<file path="config.mk">
export PLATFORM = sky130hd
export DESIGN_NAME = ps2_host_tx
export DESIGN_NICKNAME = d
export VERILOG_FILES = /design/src/rtl/ps2_host_tx.sv
export SDC_FILE = /design/constraint.sdc
export NUM_CORES = 1
export LEC_CHECK = 0
export ABC_AREA = 1
export BUFFER_PORTS_ARGS = -buffer_cell sky130_fd_sc_hd__clkbuf_2
export CORE_MARGIN = 1.5
export CORE_UTILIZATION = 30
export CTS_CLUSTER_DIAMETER = 200
export DETAILED_ROUTE_END_ITERATION = 6
export MAX_ROUTING_LAYER = met4
export SETUP_SLACK_MARGIN = 0.4
export SYNTH_ARGS = -nofsm -noshare
export SYNTH_HDL_FRONTEND = slang
export SYNTH_SLANG_ARGS = --single-unit
</file>
<file path="constraint.sdc">
create_clock -name clock -period 1.97 [get_ports clock]
set_clock_uncertainty 0.15 [all_clocks]
set_input_delay 0.197 -clock clock [delete_from_list [all_inputs] [get_ports clock]]
set_output_delay 0.197 -clock clock [all_outputs]
set_load 0.05 [all_outputs]
</file>
<file path="src/rtl/ps2_host_tx.sv">
// rtl/ps2_host_tx.sv - host-to-device PS/2 command byte transmitter
//
// Sends one command byte (e.g. 0xED set-LEDs, 0xFF reset) to a PS/2 device.
// The shared lines are driven open-drain: the top level ties
// ps2_x = oe ? 1'b0 : 1'bz and feeds the raw line levels back in.
//
// Optional feature macro: PS2_TX_AUTO_RETRY_EN
//   defined   - a timeout or missing ACK silently restarts the transfer from
//               INHIBIT with the same byte, up to 2 retries; tx_error pulses
//               only after the third failure.
//   undefined - the first failure pulses tx_error; no retry logic exists.
//
// Ports:
//   clock        in   system clock (50 MHz)
//   resetn       in   asynchronous active-low reset
//   tx_valid     in   byte request, accepted when tx_valid && tx_ready
//   tx_data      in   [7:0] command byte
//   tx_ready     out  idle, can accept a byte
//   tx_done      out  1-cycle pulse: byte sent and ACK received
//   tx_error     out  1-cycle pulse: timeout or missing ACK
//   ps2_clk_in   in   raw ps2_clock line level (asynchronous)
//   ps2_data_in  in   raw ps2_data line level (asynchronous)
//   ps2_clk_oe   out  1 = pull ps2_clock low
//   ps2_data_oe  out  1 = pull ps2_data low

module ps2_host_tx #(
    parameter int unsigned INHIBIT_CYCLES = 6000,
    parameter int unsigned RTS_CYCLES     = 16,
    parameter int unsigned TIMEOUT_CYCLES = 1000000
) (
    input  logic       clock,
    input  logic       resetn,
    input  logic       tx_valid,
    input  logic [7:0] tx_data,
    output logic       tx_ready,
    output logic       tx_done,
    output logic       tx_error,
    input  logic       ps2_clk_in,
    input  logic       ps2_data_in,
    output logic       ps2_clk_oe,
    output logic       ps2_data_oe
);

    typedef enum logic [2:0] {
        S_IDLE,
        S_INHIBIT,
        S_RTS,
        S_SEND,
        S_ACK,
        S_WAIT_IDLE
    } state_t;

    localparam int unsigned PH_MAX = (INHIBIT_CYCLES > RTS_CYCLES) ? INHIBIT_CYCLES : RTS_CYCLES;
    localparam int PW = $clog2(PH_MAX + 1);
    localparam int TW = $clog2(TIMEOUT_CYCLES + 1);

    localparam logic [PW-1:0] INH_LAST = PW'(INHIBIT_CYCLES - 1);
    localparam logic [PW-1:0] RTS_LAST = PW'(RTS_CYCLES - 1);
    localparam logic [TW-1:0] TO_LAST  = TW'(TIMEOUT_CYCLES - 1);

    // Line synchronizers; idle lines are high, so reset to 1 to avoid a
    // spurious falling edge when reset is released.
    logic [1:0] clk_sync_q;
    logic [1:0] data_sync_q;
    logic       clk_prev_q;

    logic sync_clk;
    logic sync_data;
    logic fall;

    assign sync_clk  = clk_sync_q[1];
    assign sync_data = data_sync_q[1];
    assign fall      = clk_prev_q & ~sync_clk;

    always_ff @(posedge clock or negedge resetn) begin
        if (!resetn) begin
            clk_sync_q  <= 2'b11;
            data_sync_q <= 2'b11;
            clk_prev_q  <= 1'b1;
        end else begin
            clk_sync_q  <= {clk_sync_q[0], ps2_clk_in};
            data_sync_q <= {data_sync_q[0], ps2_data_in};
            clk_prev_q  <= clk_sync_q[1];
        end
    end

    state_t        state_q;
    logic [7:0]    byte_q;
    logic          parity_q;
    logic [3:0]    bit_cnt_q;
    logic [PW-1:0] phase_cnt_q;
    logic [TW-1:0] to_cnt_q;
    logic          tx_ready_q;
    logic          tx_done_q;
    logic          tx_error_q;
    logic          clk_oe_q;
    logic          data_oe_q;
`ifdef PS2_TX_AUTO_RETRY_EN
    logic [1:0]    retry_q;
`endif

    assign tx_ready    = tx_ready_q;
    assign tx_done     = tx_done_q;
    assign tx_error    = tx_error_q;
    assign ps2_clk_oe  = clk_oe_q;
    assign ps2_data_oe = data_oe_q;

    // States in which the device owns the clock and the watchdog runs.
    logic wire_phase;
    logic idle_seen;
    logic timeout_hit;
    logic noack;
    logic fail;

    assign wire_phase  = (state_q == S_SEND) || (state_q == S_ACK) || (state_q == S_WAIT_IDLE);
    // Completion in WAIT_IDLE wins over a timeout landing in the same cycle.
    assign idle_seen   = (state_q == S_WAIT_IDLE) && sync_clk && sync_data;
    assign timeout_hit = wire_phase && !fall && (to_cnt_q == TO_LAST) && !idle_seen;
    assign noack       = (state_q == S_ACK) && fall && sync_data;
    assign fail        = timeout_hit || noack;

    always_ff @(posedge clock or negedge resetn) begin
        if (!resetn) begin
            state_q     <= S_IDLE;
            byte_q      <= 8'h00;
            parity_q    <= 1'b0;
            bit_cnt_q   <= 4'd0;
            phase_cnt_q <= '0;
            to_cnt_q    <= '0;
            tx_ready_q  <= 1'b1;
            tx_done_q   <= 1'b0;
            tx_error_q  <= 1'b0;
            clk_oe_q    <= 1'b0;
            data_oe_q   <= 1'b0;
`ifdef PS2_TX_AUTO_RETRY_EN
            retry_q     <= 2'd0;
`endif
        end else begin
            tx_done_q  <= 1'b0;
            tx_error_q <= 1'b0;

            // Watchdog: cycles since the last device clock fall, saturating.
            if (wire_phase) begin
                if (fall) begin
                    to_cnt_q <= '0;
                end else if (to_cnt_q != TO_LAST) begin
                    to_cnt_q <= to_cnt_q + 1'b1;
                end
            end

            if (fail) begin
                clk_oe_q  <= 1'b0;
                data_oe_q <= 1'b0;
`ifdef PS2_TX_AUTO_RETRY_EN
                if (retry_q != 2'd2) begin
                    retry_q     <= retry_q + 2'd1;
                    clk_oe_q    <= 1'b1;
                    phase_cnt_q <= '0;
                    bit_cnt_q   <= 4'd0;
                    state_q     <= S_INHIBIT;
                end else begin
                    tx_error_q <= 1'b1;
                    tx_ready_q <= 1'b1;
                    state_q    <= S_IDLE;
                end
`else
                tx_error_q <= 1'b1;
                tx_ready_q <= 1'b1;
                state_q    <= S_IDLE;
`endif
            end else begin
                case (state_q)
                    S_IDLE: begin
                        if (tx_valid && tx_ready_q) begin
                            byte_q      <= tx_data;
                            parity_q    <= ~^tx_data;
                            tx_ready_q  <= 1'b0;
                            clk_oe_q    <= 1'b1;
                            phase_cnt_q <= '0;
                            state_q     <= S_INHIBIT;
`ifdef PS2_TX_AUTO_RETRY_EN
                            retry_q     <= 2'd0;
`endif
                        end
                    end

                    S_INHIBIT: begin
                        if (phase_cnt_q == INH_LAST) begin
                            phase_cnt_q <= '0;
                            data_oe_q   <= 1'b1;   // start bit
                            state_q     <= S_RTS;
                        end else begin
                            phase_cnt_q <= phase_cnt_q + 1'b1;
                        end
                    end

                    S_RTS: begin
                        if (phase_cnt_q == RTS_LAST) begin
                            clk_oe_q  <= 1'b0;     // hand the clock to the device
                            bit_cnt_q <= 4'd0;
                            to_cnt_q  <= '0;
                            state_q   <= S_SEND;
                        end else begin
                            phase_cnt_q <= phase_cnt_q + 1'b1;
                        end
                    end

                    S_SEND: begin
                        // Data changes only after a detected fall, i.e. while
                        // the clock is low; the device samples on the rise.
                        if (fall) begin
                            bit_cnt_q <= bit_cnt_q + 4'd1;
                            if (bit_cnt_q < 4'd8) begin
                                data_oe_q <= ~byte_q[bit_cnt_q[2:0]];
                            end else if (bit_cnt_q == 4'd8) begin
                                data_oe_q <= ~parity_q;
                            end else begin
                                data_oe_q <= 1'b0; // stop bit (released)
                                state_q   <= S_ACK;
                            end
                        end
                    end

                    S_ACK: begin
                        // Data high on this fall is handled as noack above.
                        if (fall) begin
                            bit_cnt_q <= 4'd11;
                            state_q   <= S_WAIT_IDLE;
                        end
                    end

                    S_WAIT_IDLE: begin
                        if (idle_seen) begin
                            tx_done_q  <= 1'b1;
                            tx_ready_q <= 1'b1;
                            state_q    <= S_IDLE;
                        end
                    end

                    default: begin
                        clk_oe_q   <= 1'b0;
                        data_oe_q  <= 1'b0;
                        tx_ready_q <= 1'b1;
                        state_q    <= S_IDLE;
                    end
                endcase
            end
        end
    end

endmodule

</file>
==> key figures, run 1 <==
Min path
  – Hold Path Class: in2reg

CTS
  – Clock Tree Root: clkbuf_16
  – TritonCTS clock tree: done
  – Max Root-Sink Buffers: 2
  – Worst-path clk slew: 0.05 ns
  – Clock sink count: 59
  – Htree depth: 3
  – CTS Buf Count: 9
  – Skew-Pair Late Insertion Delay: 0.34 ns

Power and ir drop
  – P_sw: 3.00 mW
  – Clock power share: 23.2%
  – Final Power: 7.15 mW
  – Seq pwr share: 26.9%
  – Internal Pwr Total: 4.15 mW
  – LEAKAGE: 2.44 nW
  – Power Density: 1260 nW/um^2
  – Net Sw Frac: 42.0%
  – Logic pwr share: 49.9%
  – Max IR drop VDD: 0.000676 V

Setup path
  – CP Class: reg2reg
  – Worst path required time: 2.09 ns
  – CP endpoint kind: flop
  – CP arrival: 1.94 ns
  – Startpoint class of the critical path: flop
  – CP Max Fanout: 7

Timing
  – Unrepaired setup endpoints after global routing: true
  – Least-Margin Pin Slew: 0.346 ns
  – Rel. slew slack: 76.9%
  – Fin crit share: 92.7%
  – Tmin final: 1.83 ns
  – Hold WS: 0.00541 ns
  – TNS Setup: 0 ns
  – Final Hold Fails: 0
  – Final Max Tran Viols: 0
  – Final setup vio count: 0
  – Final Worst Setup Slack: 0.143 ns
  – Achievable Freq: 547 MHz

Detailed routing
  – Routed Antenna Nets: 0
  – Initial DRC Count: 217
  – Via density: 4.90
  – Via count: 3852
  – Avg WL per Cell: 14.2 um
  – Remaining DRCs: 0
  – Pre-antenna DRT Iters: 5
  – Final WL: 11100 um

Place
  – Placed cells: 712
  – Cell Area, Placed: 4300 sq um
  – DP Worst Slack: 0.0386 ns
  – Port bufs: 17
  – GP Congestion: 0.917
  – Hpwl dp: 7150 um

Die
  – # IOs: 18
  – Die height: 116 um
  – Starting Density: 30.6%
  – Core area: 12600 sq um
  – Rows: 41
  – Die area: 13500 sq um
  – Die width: 116 um

Logic synthesis
  – Synthesis-stage register bit count: 59
  – Mapped Cells: 520
  – Syn nets: 537
  – Post-synthesis cell type count: 43
  – Register area share after synthesis: 38.6%
  – Synthesized area: 3840 sq um
  – Async SR Flop Fraction: 100%
  – Synth Warn #: 0
  – Synth Area per Inst: 7.39 sq um
  – Top_reg_cell synth: dfrtp_1
  – Post-synth EDFFs: 0

Final layout
  – Filler cells: 1208
  – Cell Count, Final, Fillers Out: 786
  – Final Instance Area: 5680 sq um
  – P&R area growth vs syn: 47.7%
  – # diodes: 0
  – Nets@finish: 626
  – Final standard cell utilization of the core: 45.2%
  – Share of layout cells above drive strength 1: 40.2%

Global route
  – GRT Resource Usage Total: 17.1%
  – Antenna violations before repair: 0
  – Vias in the first global route: 3696
  – First-pass GRT wire length: 17500 um
  – Largest net degree at the start of global routing: 60
  – Grt ovf: 0

Run
  – MaxCap Viol Count: 0

Run status
  – Status: finished, final reports clean
## final timing paths
kind                            slack (ns)              to  cells after the start            from
worst min-delay path                 0.005       byte_q[7]                      3      tx_data[7]
worst max-delay path                  0.14  phase_cnt_q[5]                      9  phase_cnt_q[5]
worst max register to register        0.14  phase_cnt_q[5]                      9  phase_cnt_q[5]
worst min register to register        0.20  data_sync_q[1]                      0  data_sync_q[0]
max in group asynchronous             1.09      clk_prev_q                      3          resetn
min in group asynchronous             0.25    to_cnt_q[10]                      3          resetn
## synth_stat cells (2+ instances only)
cell type / count / area share [%]
nand2_4: 3 / 0.88
nand4_1: 13 / 2.1
nand3_2: 4 / 1.0
o21ai_2: 2 / 0.46
nand3_1: 54 / 7.0
xor2_1: 18 / 4.1
buf_2: 9 / 1.2
dfrtp_1: 53 / 35
o21ai_0: 17 / 2.2
a21oi_1: 18 / 2.3
nand2_2: 3 / 0.49
nor4_1: 4 / 0.65
ha_1: 4 / 1.3
nand2_1: 122 / 12
xnor2_1: 9 / 2.1
nand3_4: 3 / 1.4
o211ai_1: 3 / 0.59
mux2_2: 3 / 0.88
nand3b_1: 2 / 0.39
nor3_1: 16 / 2.1
inv_1: 50 / 4.9
o21bai_1: 2 / 0.39
dfstp_2: 6 / 4.1
buf_4: 2 / 0.39
a21oi_2: 2 / 0.46
nor2_2: 4 / 0.65
o21ai_1: 3 / 0.39
mux2_1: 3 / 0.88
inv_2: 9 / 0.88
nor2_1: 66 / 6.4
## worst max-delay path, stage by stage (launching register included)
cell,delay (ns)
dfrtp_2,0.47
buf_4,0.16
inv_1,0.07
nand4_1,0.15
nor3_4,0.18
nand2_2,0.11
o211ai_4,0.15
clkbuf_16,0.21
nand2_1,0.05
nand3_1,0.06
## registers in the layout (all words and copies together), names as in the netlist
register	flops
to_cnt_q	20
data_sync_q	2
tx_ready	1
clk_prev_q	1
bit_cnt_q	4
state_q	3
clk_sync_q	2
tx_error	1
phase_cnt_q	13
tx_done	1
byte_q	8
ps2_data_oe	1
ps2_clk_oe	1
parity_q	1
## cells in the final DEF, fill, tap and decap left out, types with 13 or more instances in the layout
cell type | synthesis | layout
clkbuf_2 | 0 | 17
nand2_2 | 3 | 16
buf_4 | 2 | 49
nor2_4 | 0 | 19
nor2_1 | 66 | 36
nand2_1 | 122 | 102
nor2_2 | 4 | 15
inv_1 | 50 | 43
dfrtp_1 | 53 | 41
nand3_1 | 54 | 43
xor2_1 | 18 | 16
nand4_1 | 13 | 13
## layout make-up
type / instances / area, sq um / share of cell area, %
multi-input combinational: 388 / 2610 / 45.9
sequential: 59 / 1500 / 26.4
timing repair buffer: 90 / 769 / 13.6
inverter: 61 / 272 / 4.78
clock buffer: 12 / 267 / 4.70
tap: 172 / 215 / 3.79
clock inverter: 4 / 47.5 / 0.838
## power by group through the flow
stage	combinational (mW)	clock, mW	sequential [mW]
5_1_grt	3.88	1.74	1.96
3_3_place_gp	2.47	0	1.92
6_report	3.56	1.66	1.92
4_1_cts	2.94	1.69	1.92
2_1_floorplan	1.88	0	1.87
3_5_place_dp	2.47	0	1.93
## per-layer routing
| layer | wire length, um | share of wire [%] | global-route usage, % |
|---|---|---|---|
| met4 | 419 | 3.8 | 8.70 |
| met2 | 5640 | 51 | 27.8 |
| met3 | 378 | 3.4 | 3.06 |
| met1 | 4700 | 42 | 20.3 |
| met5 | 0 | 0 | - |
## cell families after synthesis
group	count (synthesis)	share of synthesized area, %
adder cells (fa/ha/maj)	4	1.30
buffers and inverters	73	7.88
AND/OR/NAND/NOR	297	35.9
multiplexers	6	1.76
AO/OA/AOI/OAI	54	8.37
XOR/XNOR	27	6.15
flip-flops	59	38.6
## repair_timing
action,4_1_cts,5_1_grt
setup buffers,31,15
hold buffers,10,0
gates resized for setup,59,98
endpoints found under the setup margin,53,50
cloned,0,2
hold endpoints to repair,62,0
pin swaps,16,26
(Power assumes the default switching activity.)
==> inputs of run 2 (changes only) <==
--- a/config.mk
+++ b/config.mk
@@ -6,11 +6,11 @@
 export NUM_CORES = 1
 export LEC_CHECK = 0
 export ABC_AREA = 1
-export BUFFER_PORTS_ARGS = -buffer_cell sky130_fd_sc_hd__clkbuf_2
 export CORE_MARGIN = 1.5
 export CORE_UTILIZATION = 30
 export CTS_CLUSTER_DIAMETER = 200
 export DETAILED_ROUTE_END_ITERATION = 6
+export DONT_BUFFER_PORTS = 1
 export MAX_ROUTING_LAYER = met4
 export SETUP_SLACK_MARGIN = 0.4
 export SYNTH_ARGS = -nofsm -noshare
==> key figures, run 2 (same netlist as run 1, synthesis figures left out) <==
Place
  – GP Congestion: 0.900
  – Cell Area, Placed: 4180 sq um
  – Placed cells: 694
  – DP Worst Slack: 0.0263 ns
  – Port bufs: 0
  – Hpwl dp: 6890 um

Setup path
  – CP Max Fanout: 6
  – Worst path required time: 2.04 ns
  – Reg2reg start: phase_cnt_q[0]
  – CP arrival: 1.85 ns
  – Max incr delay on CP: 0.40 ns
  – Startpoint class of the critical path: flop
  – Reg-to-reg endpoint: to_cnt_q[8]
  – Critical path, cell by cell: ha_4 -> nand3_4 -> clkinv_4 -> nand3_4 -> nor3_4 -> nand2_2 -> buf_6 -> nand2_8 -> clkbuf_16 -> nor2_1
  – Worst R2R Path Depth: 10
  – WP buf/inv: 3
  – CP dominant cell by count: nand3_4
  – CP endpoint kind: flop
  – CP max stage cell: dfrtp_1
  – Internal reg-to-reg setup slack: 0.19 ns
  – CP Class: reg2reg
  – CP top delay family: simple AND/OR/NAND/NOR gates

Timing
  – Final Worst Setup Slack: 0.190 ns
  – Final setup vio count: 0
  – Fin crit share: 90.4%
  – TNS Setup: 0 ns
  – Final Max Tran Viols: 0
  – Final Hold Fails: 59
  – Tmin final: 1.78 ns
  – Unrepaired setup endpoints after global routing: true
  – Least-Margin Pin Slew: 0.516 ns
  – Hold WS: -0.598 ns
  – Achievable Freq: 562 MHz
  – Rel. slew slack: 65.6%

Final layout
  – Filler cells: 1159
  – Commonest non-fill, non-tap cells in the layout: nand2_1 (91), buf_4 (55), nor2_1 (47)
  – P&R area growth vs syn: 45.0%
  – Share of layout cells above drive strength 1: 39.9%
  – Cell Count, Final, Fillers Out: 776
  – Largest registers: to_cnt_q x20, phase_cnt_q x13, byte_q x8
  – Biggest register: to_cnt_q
  – Final Instance Area: 5570 sq um
  – # diodes: 0
  – Max reg flops: 20
  – Nets@finish: 616
  – Final standard cell utilization of the core: 44.3%
  – Commonest non-fill, non-tap cell in the layout: nand2_1

Detailed routing
  – Routed Antenna Nets: 0
  – Pre-antenna DRT Iters: 5
  – Remaining DRCs: 0
  – Avg WL per Cell: 14.0 um
  – Final WL: 10900 um
  – Via count: 3799
  – Via density: 4.90
  – Initial DRC Count: 353

Run status
  – Violated checks: hold timing
  – Status: finished with violations

Die
  – Die width: 116 um
  – Die area: 13500 sq um
  – # IOs: 18
  – Core area: 12600 sq um
  – Die height: 116 um
  – Starting Density: 30.6%
  – Rows: 41

Power and ir drop
  – Final Power: 7.02 mW
  – LEAKAGE: 2.44 nW
  – Max IR drop VDD: 0.000487 V
  – Power Density: 1260 nW/um^2

CTS
  – Clock Tree Root: clkbuf_16
  – TritonCTS clock tree: done
  – Skew-Pair Late Insertion Delay: 0.34 ns
  – Worst-path clk slew: 0.06 ns
  – CTS Hold Bufs: 10
  – Htree depth: 3
  – CTS Buf Count: 9
  – Max Root-Sink Buffers: 2
  – Clock sink count: 59

Global route
  – Grt ovf: 0
  – Antenna violations before repair: 0
  – First-pass GRT wire length: 16800 um
  – Vias in the first global route: 3543
  – Largest net degree at the start of global routing: 60
  – GRT Resource Usage Total: 16.4%

Min path
  – Hold Path Class: in2async

Run
  – MaxCap Viol Count: 0
## run 2: cell count changes in the layout (fill, tap and decap cells not counted), sizes merged
cell,before,now
clkbuf,31,10
buf,61,69
clkinv,5,7
inv,58,60
clkinvlp,1,0
## run 2: where the power goes
| part | leakage, nW | internal [mW] | switching (mW) |
|---|---|---|---|
| sequential | 0.746 | 1.55 | 0.417 |
| clock | 0.150 | 0.987 | 0.635 |
| combinational | 1.54 | 1.46 | 1.97 |
| total | 2.44 | 4.00 | 3.02 |
## run 2: worst max-delay path by stage
stage,from,endpoint,cells after the start
2_1_floorplan,to_cnt_q[0],bit_cnt_q[0],10
3_3_place_gp,phase_cnt_q[0],phase_cnt_q[11],9
3_5_place_dp,phase_cnt_q[0],phase_cnt_q[11],9
4_1_cts,phase_cnt_q[0],phase_cnt_q[0],10
5_1_grt,phase_cnt_q[0],to_cnt_q[15],10
6_report,phase_cnt_q[0],to_cnt_q[8],10
## run 2: area by class of cell
cell class / count / area (sq um) / share of cell area, %
multi-input cells: 388 / 2580 / 46.3
flip-flops and latches: 59 / 1500 / 27.0
repair buffers: 80 / 704 / 12.6
inverters: 61 / 264 / 4.74
clock buffers: 9 / 225 / 4.04
well taps: 172 / 215 / 3.86
clock inverters: 7 / 78.8 / 1.42
## run 2: timing repair
| item | CTS | global route |
|---|---|---|
| endpoints found under the hold margin | 69 | 59 |
| cloned | 1 | 1 |
| endpoints found under the setup margin | 53 | 50 |
| setup buffers | 36 | 18 |
| pin swaps | 29 | 29 |
| resized for setup | 74 | 85 |
## run 2: metal layers
metal,vias up,GRT usage (%),routed length [um]
met3,18,3.84,413
li1,1861,-,-
met4,0,7.48,228
met2,98,26.4,5550
met5,-,-,0
met1,1822,19.5,4690
==> inputs of run 3 (changes only) <==
==> constraint.sdc (replaced) <==
create_clock -name clock -period 1.97 [get_ports clock]
set_clock_uncertainty 0.15 [all_clocks]
set_input_delay 0.197 -clock clock [delete_from_list [all_inputs] [get_ports clock]]
set_output_delay 0.197 -clock clock [all_outputs]
set_load 0.005 [all_outputs]
==> key figures, run 3 (same netlist as run 1, synthesis figures left out) <==
Timing
  – Achievable Freq: 554 MHz
  – Rel. slew slack: 78.2%
  – Least-Margin Pin Slew: 0.325 ns
  – Final Max Tran Viols: 0
  – TNS Setup: 0 ns
  – Unrepaired setup endpoints after global routing: true
  – Final Hold Fails: 59
  – Tmin final: 1.80 ns
  – Fin crit share: 91.6%
  – Final setup vio count: 0
  – Hold WS: -0.597 ns

Die
  – Core area: 12600 sq um
  – # IOs: 18
  – Rows: 41
  – Die area: 13500 sq um
  – Die height: 116 um
  – Starting Density: 30.6%
  – Die width: 116 um

Final layout
  – Commonest non-fill, non-tap cell in the layout: nand2_1
  – Register Area: 1500 sq um
  – Multi-input combinational cell area: 2610 sq um
  – # diodes: 0
  – P&R area growth vs syn: 47.5%
  – Share of layout cells above drive strength 1: 40.9%
  – Largest registers: to_cnt_q x20, phase_cnt_q x13, byte_q x8
  – Nets@finish: 625
  – Filler cells: 1192
  – Cell Count, Final, Fillers Out: 785
  – Max reg flops: 20
  – Commonest non-fill, non-tap cells in the layout: nand2_1 (90), buf_4 (64), inv_1 (43), nor2_1 (43), dfrtp_1 (42)
  – Biggest register: to_cnt_q

Detailed routing
  – Routed Antenna Nets: 0
  – Initial DRC Count: 194
  – Pre-antenna DRT Iters: 4
  – Via density: 4.99
  – Final WL: 11300 um
  – Avg WL per Cell: 14.4 um
  – Remaining DRCs: 0
  – Via count: 3919

Global route
  – GRT Resource Usage Total: 17.3%
  – Antenna violations before repair: 0
  – Largest net degree at the start of global routing: 60
  – Grt ovf: 0
  – Vias in the first global route: 3678
  – First-pass GRT wire length: 17700 um

Place
  – Placed cells: 693
  – Hpwl dp: 6780 um
  – Port bufs: 0
  – GP Congestion: 0.990

Setup path
  – CP Class: reg2reg
  – CP Max Fanout: 5
  – Critical path, cell by cell: ha_4 -> nand3_4 -> clkinv_4 -> nand3_2 -> nor3_2 -> nand2_2 -> o211ai_4 -> buf_12 -> buf_12 -> nand2_2 -> o21ai_2
  – Max incr delay on CP: 0.39 ns
  – Startpoint class of the critical path: flop
  – CP endpoint kind: flop
  – Worst path required time: 2.08 ns
  – CP top delay family: simple AND/OR/NAND/NOR gates
  – CP max stage cell: dfrtp_1
  – CP arrival: 1.91 ns
  – WP buf/inv: 3

CTS
  – Clock sink count: 59
  – Max Root-Sink Buffers: 2
  – TritonCTS clock tree: done
  – CTS Hold Bufs: 10
  – Worst-path clk slew: 0.06 ns
  – Skew-Pair Late Insertion Delay: 0.34 ns
  – CTS Buf Count: 9
  – Htree depth: 3
  – Clock Tree Root: clkbuf_16

Run
  – MaxCap Viol Count: 0

Power and ir drop
  – Max IR drop VDD: 0.000881 V
  – Power Density: 1260 nW/um^2
  – LEAKAGE: 2.50 nW

Run status
  – Violated checks: hold timing
  – Status: finished with violations

Min path
  – Hold Path Class: in2async
run 3: routing by layer:
metal  vias to the layer above  track usage, %  share of wire [%]
li1                       1879               -                  -
met3                        20            3.32                4.1
met4                         0            6.10                1.9
met5                         -               -                  0
met2                       114            28.1                 52
met1                      1906            21.5                 43
run 3: path summary, 6_finish.rpt:
kind	from	to	slack, ns	cells after the start
min in group clock	tx_valid	ps2_clk_oe	0.12	4
max in group asynchronous	resetn	clk_sync_q[0]	2.07	0
setup reg to reg	phase_cnt_q[0]	phase_cnt_q[1]	0.17	11
hold / removal	resetn	to_cnt_q[5]	-0.60	0
hold reg to reg	data_sync_q[0]	data_sync_q[1]	0.20	0
setup / recovery	phase_cnt_q[0]	phase_cnt_q[1]	0.17	11
run 3: through the flow:
stage / hold WS, ns / area [sq um] / worst slack (ns) / utilization (%) / power [mW]
global route: -0.612 / 5670 / 0.0866 / 45.1 / 7.57
CTS: -0.607 / 5040 / 0.248 / 40.1 / 6.21
floorplan: -0.249 / 3920 / 0.333 / - / 3.62
finish: -0.597 / 5670 / 0.165 / 45.1 / 7.13
global placement: -0.247 / 4180 / 0.0745 / 33.2 / 4.12
detailed placement: -0.247 / 4180 / 0.00168 / 33.2 / 4.15
run 3: power breakdown:
part	internal (mW)	switching, mW	total (mW)
Combinational	1.72	2.06	3.77
Clock	0.850	0.597	1.45
Sequential	1.55	0.359	1.91
Total	4.12	3.01	7.13
run 3: worst reg2reg max path, cell delays in order, from the launching register on:
cell and delay [ns]:
dfrtp_1 0.39, ha_4 0.16, nand3_4 0.11, clkinv_4 0.07
nand3_2 0.06, nor3_2 0.14, nand2_2 0.12, o211ai_4 0.12
buf_12 0.16, buf_12 0.12, nand2_2 0.06, o21ai_2 0.06
run 3: final cells by class:
cell class / count / area share [%]
Multi-Input combinational cell: 388 / 46.1
Clock buffer: 10 / 4.04
Timing Repair Buffer: 89 / 14.4
Inverter: 61 / 4.53
Tap cell: 172 / 3.80
Sequential cell: 59 / 26.4
Clock inverter: 6 / 0.751
run 3: what timing repair did:
item                       CTS  global route
setup buffers               36            28
pin swaps                   21            43
gates resized for setup     57            98
hold endpoints to repair    69            59
cloned                       1             1
setup endpoints to repair   50            49
